--- src/rtl/mem_access_unit.sv ---
// Initiator-side DataMemory access unit: byte/halfword/word loads and stores with read-modify-write for sub-word stores.
// Optional statistics counters are enabled by defining MEM_ACCESS_STATS_EN.
module mem_access_unit #(
  parameter int ADDR_WIDTH = 32,
  parameter int STAT_WIDTH = 16
) (
  input  logic                  clk,
  input  logic                  reset,
  input  logic                  req_valid,
  output logic                  req_ready,
  input  logic                  req_write,
  input  logic [1:0]            req_size,
  input  logic                  req_signed,
  input  logic [ADDR_WIDTH-1:0] req_addr,
  input  logic [31:0]           req_wdata,
  output logic                  resp_valid,
  output logic [31:0]           resp_rdata,
  output logic                  resp_error,
  output logic                  mem_write,
  output logic [ADDR_WIDTH-1:0] mem_address,
  output logic [31:0]           mem_write_data,
  input  logic [31:0]           mem_read_data
`ifdef MEM_ACCESS_STATS_EN
  ,
  output logic [STAT_WIDTH-1:0] load_count,
  output logic [STAT_WIDTH-1:0] store_count,
  output logic [STAT_WIDTH-1:0] error_count
`endif
);

  localparam logic [1:0] ST_IDLE  = 2'd0;
  localparam logic [1:0] ST_READ  = 2'd1;
  localparam logic [1:0] ST_WRITE = 2'd2;
  localparam logic [1:0] ST_RESP  = 2'd3;

  localparam logic [1:0] SZ_BYTE = 2'b00;
  localparam logic [1:0] SZ_HALF = 2'b01;
  localparam logic [1:0] SZ_WORD = 2'b10;

  logic [1:0]            state_q, state_d;
  logic [ADDR_WIDTH-1:0] addr_q, addr_d;
  logic [1:0]            size_q, size_d;
  logic                  signed_q, signed_d;
  logic                  write_q, write_d;
  logic [31:0]           data_q, data_d;
  logic [31:0]           rdata_q, rdata_d;
  logic                  error_q, error_d;

  logic                  req_bad;
  logic [3:0]            lane_sel;
  logic [31:0]           store_repl;
  logic [31:0]           merged_word;
  logic [7:0]            byte_lane [4];
  logic [7:0]            load_byte;
  logic [15:0]           load_half;
  logic [31:0]           load_ext;

  always_comb begin
    req_bad = 1'b0;
    case (req_size)
      SZ_BYTE: req_bad = 1'b0;
      SZ_HALF: req_bad = req_addr[0];
      SZ_WORD: req_bad = (req_addr[1:0] != 2'b00);
      default: req_bad = 1'b1;
    endcase
  end

  // Store data is replicated across the word so each selected lane just picks its own slice.
  always_comb begin
    lane_sel   = 4'b1111;
    store_repl = data_q;
    case (size_q)
      SZ_BYTE: begin
        lane_sel   = 4'b0001 << addr_q[1:0];
        store_repl = {4{data_q[7:0]}};
      end
      SZ_HALF: begin
        lane_sel   = addr_q[1] ? 4'b1100 : 4'b0011;
        store_repl = {2{data_q[15:0]}};
      end
      default: begin
        lane_sel   = 4'b1111;
        store_repl = data_q;
      end
    endcase
  end

  generate
    for (genvar gi = 0; gi < 4; gi++) begin : g_lane
      assign byte_lane[gi]          = mem_read_data[8*gi +: 8];
      assign merged_word[8*gi +: 8] = lane_sel[gi] ? store_repl[8*gi +: 8]
                                                   : mem_read_data[8*gi +: 8];
    end
  endgenerate

  assign load_byte = byte_lane[addr_q[1:0]];
  assign load_half = addr_q[1] ? mem_read_data[31:16] : mem_read_data[15:0];

  always_comb begin
    load_ext = mem_read_data;
    case (size_q)
      SZ_BYTE: load_ext = {{24{signed_q & load_byte[7]}}, load_byte};
      SZ_HALF: load_ext = {{16{signed_q & load_half[15]}}, load_half};
      default: load_ext = mem_read_data;
    endcase
  end

  always_comb begin
    state_d  = state_q;
    addr_d   = addr_q;
    size_d   = size_q;
    signed_d = signed_q;
    write_d  = write_q;
    data_d   = data_q;
    rdata_d  = rdata_q;
    error_d  = error_q;
    case (state_q)
      ST_IDLE: begin
        if (req_valid) begin
          addr_d   = req_addr;
          size_d   = req_size;
          signed_d = req_signed;
          write_d  = req_write;
          data_d   = req_wdata;
          rdata_d  = 32'd0;
          error_d  = req_bad;
          if (req_bad) begin
            state_d = ST_RESP;
          end else if (req_write && (req_size == SZ_WORD)) begin
            state_d = ST_WRITE;
          end else begin
            state_d = ST_READ;
          end
        end
      end
      ST_READ: begin
        if (write_q) begin
          data_d  = merged_word;
          state_d = ST_WRITE;
        end else begin
          rdata_d = load_ext;
          state_d = ST_RESP;
        end
      end
      ST_WRITE: state_d = ST_RESP;
      default:  state_d = ST_IDLE;
    endcase
  end

  always_ff @(posedge clk or negedge reset) begin
    if (!reset) begin
      state_q  <= ST_IDLE;
      addr_q   <= '0;
      size_q   <= 2'b00;
      signed_q <= 1'b0;
      write_q  <= 1'b0;
      data_q   <= 32'd0;
      rdata_q  <= 32'd0;
      error_q  <= 1'b0;
    end else begin
      state_q  <= state_d;
      addr_q   <= addr_d;
      size_q   <= size_d;
      signed_q <= signed_d;
      write_q  <= write_d;
      data_q   <= data_d;
      rdata_q  <= rdata_d;
      error_q  <= error_d;
    end
  end

  // All handshake and memory strobes decode straight from the state register.
  assign req_ready      = (state_q == ST_IDLE);
  assign resp_valid     = (state_q == ST_RESP);
  assign resp_error     = (state_q == ST_RESP) & error_q;
  assign resp_rdata     = rdata_q;
  assign mem_write      = (state_q == ST_WRITE);
  assign mem_address    = {addr_q[ADDR_WIDTH-1:2], 2'b00};
  assign mem_write_data = data_q;

`ifdef MEM_ACCESS_STATS_EN
  logic [STAT_WIDTH-1:0] load_cnt_q, load_cnt_d;
  logic [STAT_WIDTH-1:0] store_cnt_q, store_cnt_d;
  logic [STAT_WIDTH-1:0] error_cnt_q, error_cnt_d;

  always_comb begin
    load_cnt_d  = load_cnt_q;
    store_cnt_d = store_cnt_q;
    error_cnt_d = error_cnt_q;
    if (state_q == ST_RESP) begin
      if (error_q) begin
        if (error_cnt_q != '1) error_cnt_d = error_cnt_q + 1'b1;
      end else if (write_q) begin
        if (store_cnt_q != '1) store_cnt_d = store_cnt_q + 1'b1;
      end else begin
        if (load_cnt_q != '1) load_cnt_d = load_cnt_q + 1'b1;
      end
    end
  end

  always_ff @(posedge clk or negedge reset) begin
    if (!reset) begin
      load_cnt_q  <= '0;
      store_cnt_q <= '0;
      error_cnt_q <= '0;
    end else begin
      load_cnt_q  <= load_cnt_d;
      store_cnt_q <= store_cnt_d;
      error_cnt_q <= error_cnt_d;
    end
  end

  assign load_count  = load_cnt_q;
  assign store_count = store_cnt_q;
  assign error_count = error_cnt_q;
`endif

endmodule

--- config.mk ---
export PLATFORM = sky130hd
export DESIGN_NAME = mem_access_unit
export DESIGN_NICKNAME = d
export VERILOG_FILES = /design/src/rtl/mem_access_unit.sv
export SDC_FILE = /design/constraint.sdc
export NUM_CORES = 1
export LEC_CHECK = 0
export ABC_AREA = 1
export BUFFER_PORTS_ARGS = -buffer_cell sky130_fd_sc_hd__clkbuf_2
export CORE_AREA = 3 3 111 113
export CTS_BUF_LIST = sky130_fd_sc_hd__clkbuf_16
export CTS_CLUSTER_SIZE = 12
export DETAILED_ROUTE_END_ITERATION = 8
export DIE_AREA = 0 0 114 116
export PLACE_DENSITY = 0.91
export SYNTH_ARGS = -nofsm -noshare
export SYNTH_HDL_FRONTEND = slang
export SYNTH_SLANG_ARGS = --single-unit
--- constraint.sdc ---
create_clock -name clk -period 2 [get_ports clk]
set_input_delay 0.2 -clock clk [delete_from_list [all_inputs] [get_ports clk]]
set_output_delay 0.2 -clock clk [all_outputs]
set_load 0.05 [all_outputs]
# Word level (Yosys, flattened, before mapping)
# Cells that the tools add are included.
[totals]
register_bits = 103
inputBits = 103
elab_cells = 67
[op_classes]
n_lt_le_gt_ge = 1
n_eq_ne = 14
shifts = 1
mux = 24
n_bitwise = 4
n_reduce_logical = 12
[op_table]
columns = ["cell", "n"]
rows = [
  ["$pmux 32 s2", 4],
  ["$mux 32", 4],
  ["$mux 8", 6],
  ["$bmux 8 s2", 1],
  ["$mux 16", 1],
  ["$reduce_and 4->1", 3],
  ["$ne 2x2->1 const B", 4],
  ["$ne 4x2->1 const B", 2],
  ["$pmux 4 s2", 1],
  ["$eq 2x1->1 const B", 3],
  ["$eq 2x2->1 const B", 3],
  ["$logic_not 2->1", 3],
  ["$mux 2", 3],
  ["$pmux 2 s3", 1],
  ["$reduce_and 5->1", 1],
  ["$mux 4", 1],
  ["$reduce_bool 2->1", 2],
  ["$shl 1x2->4 const A", 1],
  ["$and 1x1->1", 3],
  ["$ge 3x3->1 const B", 1],
  ["$ne 3x2->1 const B", 1],
  ["$ne 3x3->1 const B", 1],
  ["$not 2->3", 1],
  ["$pmux 1 s3", 1],
  ["4 further kinds", 4],
]

# Logic depth before layout (Yosys ltp)
[logic_depth]
depth_word = 8
ltp_mapped = 12
mapped_depth_nobuf = 11

# Worst setup path after synthesis
# OpenSTA, ideal clock, no wires.
[synth_timing]
path_kind = "register to register"
start = "register state_q[0]"
end = "register data_q[17], in the netlist mem_write_data[17]"
arrival_time_ps = 2083
required_ps = 1923
path_slack_ps = -160
stages_incl_launch_ff = 12
path_buffers = 1
cell_sequence = "dfrtp_1 inv_1 ha_1 nand2_2 o21ai_4 nand2_2 inv_4 nand2_4 clkinv_2 buf_6 nor2_1 a21oi_1"
[synth_via]
elab_chain_len = 3
elab_cells_between_ends = 8
[synth_lines]
columns = ["item", "line_no", "rtl"]
rows = [
  ["from (decl)", "40", "logic [1:0] state_q, state_d;"],
  ["from (signal assigned)", "161", "state_q <= state_d;"],
  ["$logic_not 2->1 *", "-", ""],
  ["net req_ready", "10", "output logic req_ready,"],
  ["$ne 2x2->1 (no line) or $reduce_bool 2->1 (tied branches)", "-", ""],
  ["$reduce_and 4->1 (no line)", "-", ""],
  ["to (signal assigned)", "166", "data_q <= data_d;"],
  ["to (decl)", "45", "logic [31:0] data_q, data_d;"],
]
# Mark *: on every way through the listed nets, which the timed path passes. The rest lies on a longest branch.
# A chain may end at the register's enable or synchronous reset.

# Worst setup path in the final report
[layout_timing]
start = "register size_q[1]"
end = "register rdata_q[13], in the netlist resp_rdata[13]"
[layout_via]
elab_chain_len = 4
elab_cells_between_ends = 5
[layout_lines]
columns = ["item", "line_no", "rtl"]
rows = [
  ["from (decl)", "42", "logic [1:0] size_q, size_d;"],
  ["from (signal assigned)", "163", "size_q <= size_d;"],
  ["$eq 2x1->1 or $logic_not 2->1 (tied branches)", "101", "case (size_q)"],
  ["$pmux 32 s2 *", "101", ""],
  ["$mux 32 *", "137", "if (write_q) begin"],
  ["$pmux 32 s2 *", "117", "case (state_q)"],
  ["to (signal assigned)", "167", "rdata_q <= rdata_d;"],
  ["to (decl)", "46", "logic [31:0] rdata_q, rdata_d;"],
]
# Every way passes the cells marked *; elsewhere a longest branch is shown, timed or not. The select of a mux whose other input is x is not followed.

==> results.md <==
Placed design:
- The placement-stage cell area is around 0.0067 mm^2.
- The count of port buffers added during placement is 200.
- The post-place setup slack is between 0.15 and 0.2 ns.
- The final RePlAce weighted congestion is a little under 1.
- The estimated wirelength of the detail-placed design is about 13000 um.

Setup path:
- At the worst endpoint, the required time is 2.29 ns.
- The cell type of the slowest stage on the worst timing path is dfrtp_1.
- Together, buffers and inverters on the worst path number 1.
- The worst setup path is captured at a flop.
- Counting stages on the worst path, the most repeated cell is nand2_1.
- In this run the critical register-to-register path is launched from size_q[1]$_DFFE_PN0P_.
- The critical path is of the flop to flop type.
- The largest incremental delay on the critical path is 0.43 ns.
- In this run the worst setup path begins at size_q[1]$_DFFE_PN0P_.
- Data arrives at the worst endpoint at ~2.1 ns.
- The startpoint kind of the worst setup timing path is a flop.
- The category of cells accounting for the largest share of critical-path delay is simple AND/OR/NAND/NOR gates.
- Traced cell by cell, the critical path runs through inv_2, nand2_2, nand2_2, nor2_1, nand2_1, nand3_1, nand2_1, nand2_1.
- In this run the worst path has a maximum fanout of 14.

GRT:
- The first global-routing pass estimated around 26000 um of wire.
- Entering global routing, the biggest net connects 66 pins.
- For this run, the total global-route usage over all layers was measured as 25.0%.
- The number of antenna violations at the first check in global routing is 0.
- For this run the aggregate overflow at the end of global routing stands at 0.
- The number of global-route vias before repair is 5248.

Synthesis:
- The cell count after synthesis came out at 750.
- The netlist uses 29 different library cells.
- The post-synthesis area per instance is 7.60 um^2.
- During synthesis, Yosys emitted a total of 0 warnings.
- The post-synthesis instance area is 0.00570 mm^2.
- The total of flip-flops plus latches after synthesis is between 100 and 150.
- The share of the yosys chip area belonging to registers is 45.2%.

Timing:
- The worst path uses 92.5% of the clock period.
- The hold violation total from the final report is 0.
- Measured against its own limit, the worst slew margin works out to 66.8%.
- The number of slew-limit violations in the final report is 0.
- Derived from the worst setup path, the maximum achievable clock frequency is 540 MHz.
- Between clock sinks in the finished design, the worst skew comes to about 0.0070 ns.
- Setup repair after global routing left no endpoint under its margin.
- The worst path in the final design needs a cycle of 1.85 ns, including I/O delays and setup.
- After routing, the total negative slack on setup checks comes to 0 ns.
- The pin slew with the least headroom to its limit is around 0.50 ns.
- In the post-route analysis, the smallest setup slack over all paths is 0.149 ns.
- The final number of setup-violating endpoints is 0.

Finish:
- The final cell area excluding filler cells is between 0.007 and 0.008 mm^2.
- 0 antenna diodes ended up in the layout.
- Cells fill 61.9% of the core in the end.
- Of the cells placed in the final design, the portion with a size suffix greater than 1 is between 30% and 40%.
- After the last flow step, the layout net total stands at 1026.
- The layout-stage area growth over the synthesis result is 24.0%.

Die:
- The initial standard-cell utilization of the core is 49.9%.
- The count of pins on the block boundary is 203.
- The die is between 100 and 150 um wide.
- The die outline area is about 0.013 mm^2.
- The core outline area is 0.0114 mm^2.
- In this run the core area contains 39 standard-cell rows.
- The die height is 116 um.

Hold path:
- The path category of the worst min-delay check is primary input to flop.
- The worst hold path begins at req_addr[17].

Detailed routing:
- Dividing the detail-routed wire length by the instance count gives 15.6 um.
- Once detail routing completed, the nets flagged for antenna violations numbered 0.
- After detailed routing, the number of remaining DRC violations is 0.
- The total routed wirelength is 16600 um.
- The routed layout has 5614 vias.
- For this run, the detailed router's first-pass iteration total came to 6.
- The number of violations reported at the end of detailed-routing iteration 0 is between 800 and 900.
- The mean number of vias per cell is 5.26.

Clock tree:
- At the later pin of the worst-skew pair, clock insertion delay measures 0.35 ns.
- The cell chosen for the clock root is clkbuf_16.
- The clock buffer count from CTS is 9.
- The clock-pin slew on the worst setup and hold paths is 0.07 ns.
- The clock passes through at most 2 buffers.
- The count of clock tree sinks is 103.
- TritonCTS built the clock tree.
- The H-tree depth reported by CTS is 3.

Job:
- Max-cap violations in this run came to 0.

Outcome:
- The run finished with clean final reports.
[stage by stage]
step           hold WS, ns  cells
2_1_floorplan      -0.0956    751
3_3_place_gp         0.177   1050
3_5_place_dp         0.180   1050
4_1_cts             0.0691   1067
5_1_grt             0.0718   1067
6_report            0.0791   1067
[cells in the final DEF, fill, tap and decap left out]
cell type | netlist | layout
a21oi_1 | 58 | 58
a31oi_4 | 1 | 1
buf_12 | 0 | 2
buf_4 | 32 | 14
buf_6 | 2 | 1
bufinv_16 | 0 | 5
clkbuf_16 | 0 | 9
clkbuf_2 | 0 | 199
clkinv_1 | 0 | 1
clkinv_2 | 1 | 1
conb_1 | 1 | 2
dfrtp_1 | 103 | 103
dlygate4sd3_1 | 0 | 1
ha_1 | 4 | 2
ha_2 | 0 | 2
inv_1 | 76 | 76
inv_2 | 3 | 3
inv_4 | 1 | 2
mux2_2 | 31 | 31
nand2_1 | 238 | 238
nand2_2 | 4 | 4
nand2_4 | 1 | 1
nand3_1 | 38 | 38
nand3_2 | 1 | 1
nand3b_1 | 1 | 1
nor2_1 | 77 | 77
nor2_2 | 1 | 1
o211a_1 | 1 | 1
o211ai_1 | 7 | 7
o21ai_0 | 31 | 31
o21ai_1 | 3 | 2
o21ai_2 | 0 | 1
o21ai_4 | 1 | 1
o22ai_1 | 7 | 7
[registers in the layout, summed over array words and instances, names as in the netlist]
name            count
addr_q             32
mem_write_data     32
resp_rdata         32
size_q              2
state_q             2
error_q             1
signed_q            1
write_q             1
[area by class of cell]
type / instances / area, um^2
fill: 977 / 4350
tap: 143 / 179
sequential: 103 / 2580
clock inverter: 7 / 159
timing repair buffer: 217 / 1160
clock buffer: 9 / 225
multi-input combinational: 507 / 2450
inverter: 81 / 309
[cells in the mapped netlist, drive strengths merged]
library cell	count	area share [%]
a21oi	58	5.1
o21ai	35	3.3
o22ai	7	0.77
conb	1	0.066
a31oi	1	0.37
ha	4	0.88
nand3b	1	0.13
dfrtp	103	45
o211ai	7	0.92
clkinv	1	0.088
o211a	1	0.18
nand2	243	16
mux2	31	6.1
clkbuf	13	0.86
nand3	39	3.5
inv	80	5.3
buf	47	5.7
nor2	78	5.2
[repair_timing]
item	in CTS	in global routing
hold buffers	1	0
setup buffers	0	0
endpoints found under the hold margin	30	0
gates resized for setup	0	2
endpoints found under the setup margin	0	9
[routing by layer]
layer / wire length (um) / share of wire (%) / vias to the layer above / GRT usage (%)
met3: 1650 / 9.9 / 48 / 5.54
li1: - / - / 2668 / -
met5: 0 / 0 / - / 0
met1: 6690 / 40 / 2568 / 32.9
met4: 542 / 3.3 / 0 / 11.6
met2: 7740 / 47 / 330 / 39.6
[worst register-to-register path: stages (launching register included)]
cell and delay (ns):
dfrtp_1 0.43, inv_2 0.16, nand2_2 0.25, nand2_2 0.21, nor2_1 0.43, nand2_1 0.11, nand3_1 0.10, nand2_1 0.05
nand2_1 0.06
[final timing paths]
path | depth (start not counted) | endpoint | slack, ns
worst max-delay path | 8 | resp_rdata[13]$_DFFE_PN0P_ | 0.15
worst min-delay path | 2 | addr_q[17]$_DFFE_PN0P_ | 0.08
worst max register to register | 8 | resp_rdata[13]$_DFFE_PN0P_ | 0.15
worst min register to register | 2 | resp_rdata[20]$_DFFE_PN0P_ | 0.48
max in group asynchronous | 3 | mem_write_data[7]$_DFFE_PN0P_ | 0.97
min in group asynchronous | 2 | resp_rdata[1]$_DFFE_PN0P_ | 0.34
[logic make-up after synthesis]
kind of cell / synth area share [%]
AND/OR/NAND/NOR: 25.1
buffers and inverters: 12.0
AO/OA/AOI/OAI: 10.6
flip-flops: 45.2
multiplexers: 6.13
adder cells (fa/ha/maj): 0.878
other: 0.0658
Power is left out: the tool's default activity adds up to more than one toggle a clock period on the data nets, which glitch-free logic cannot reach.
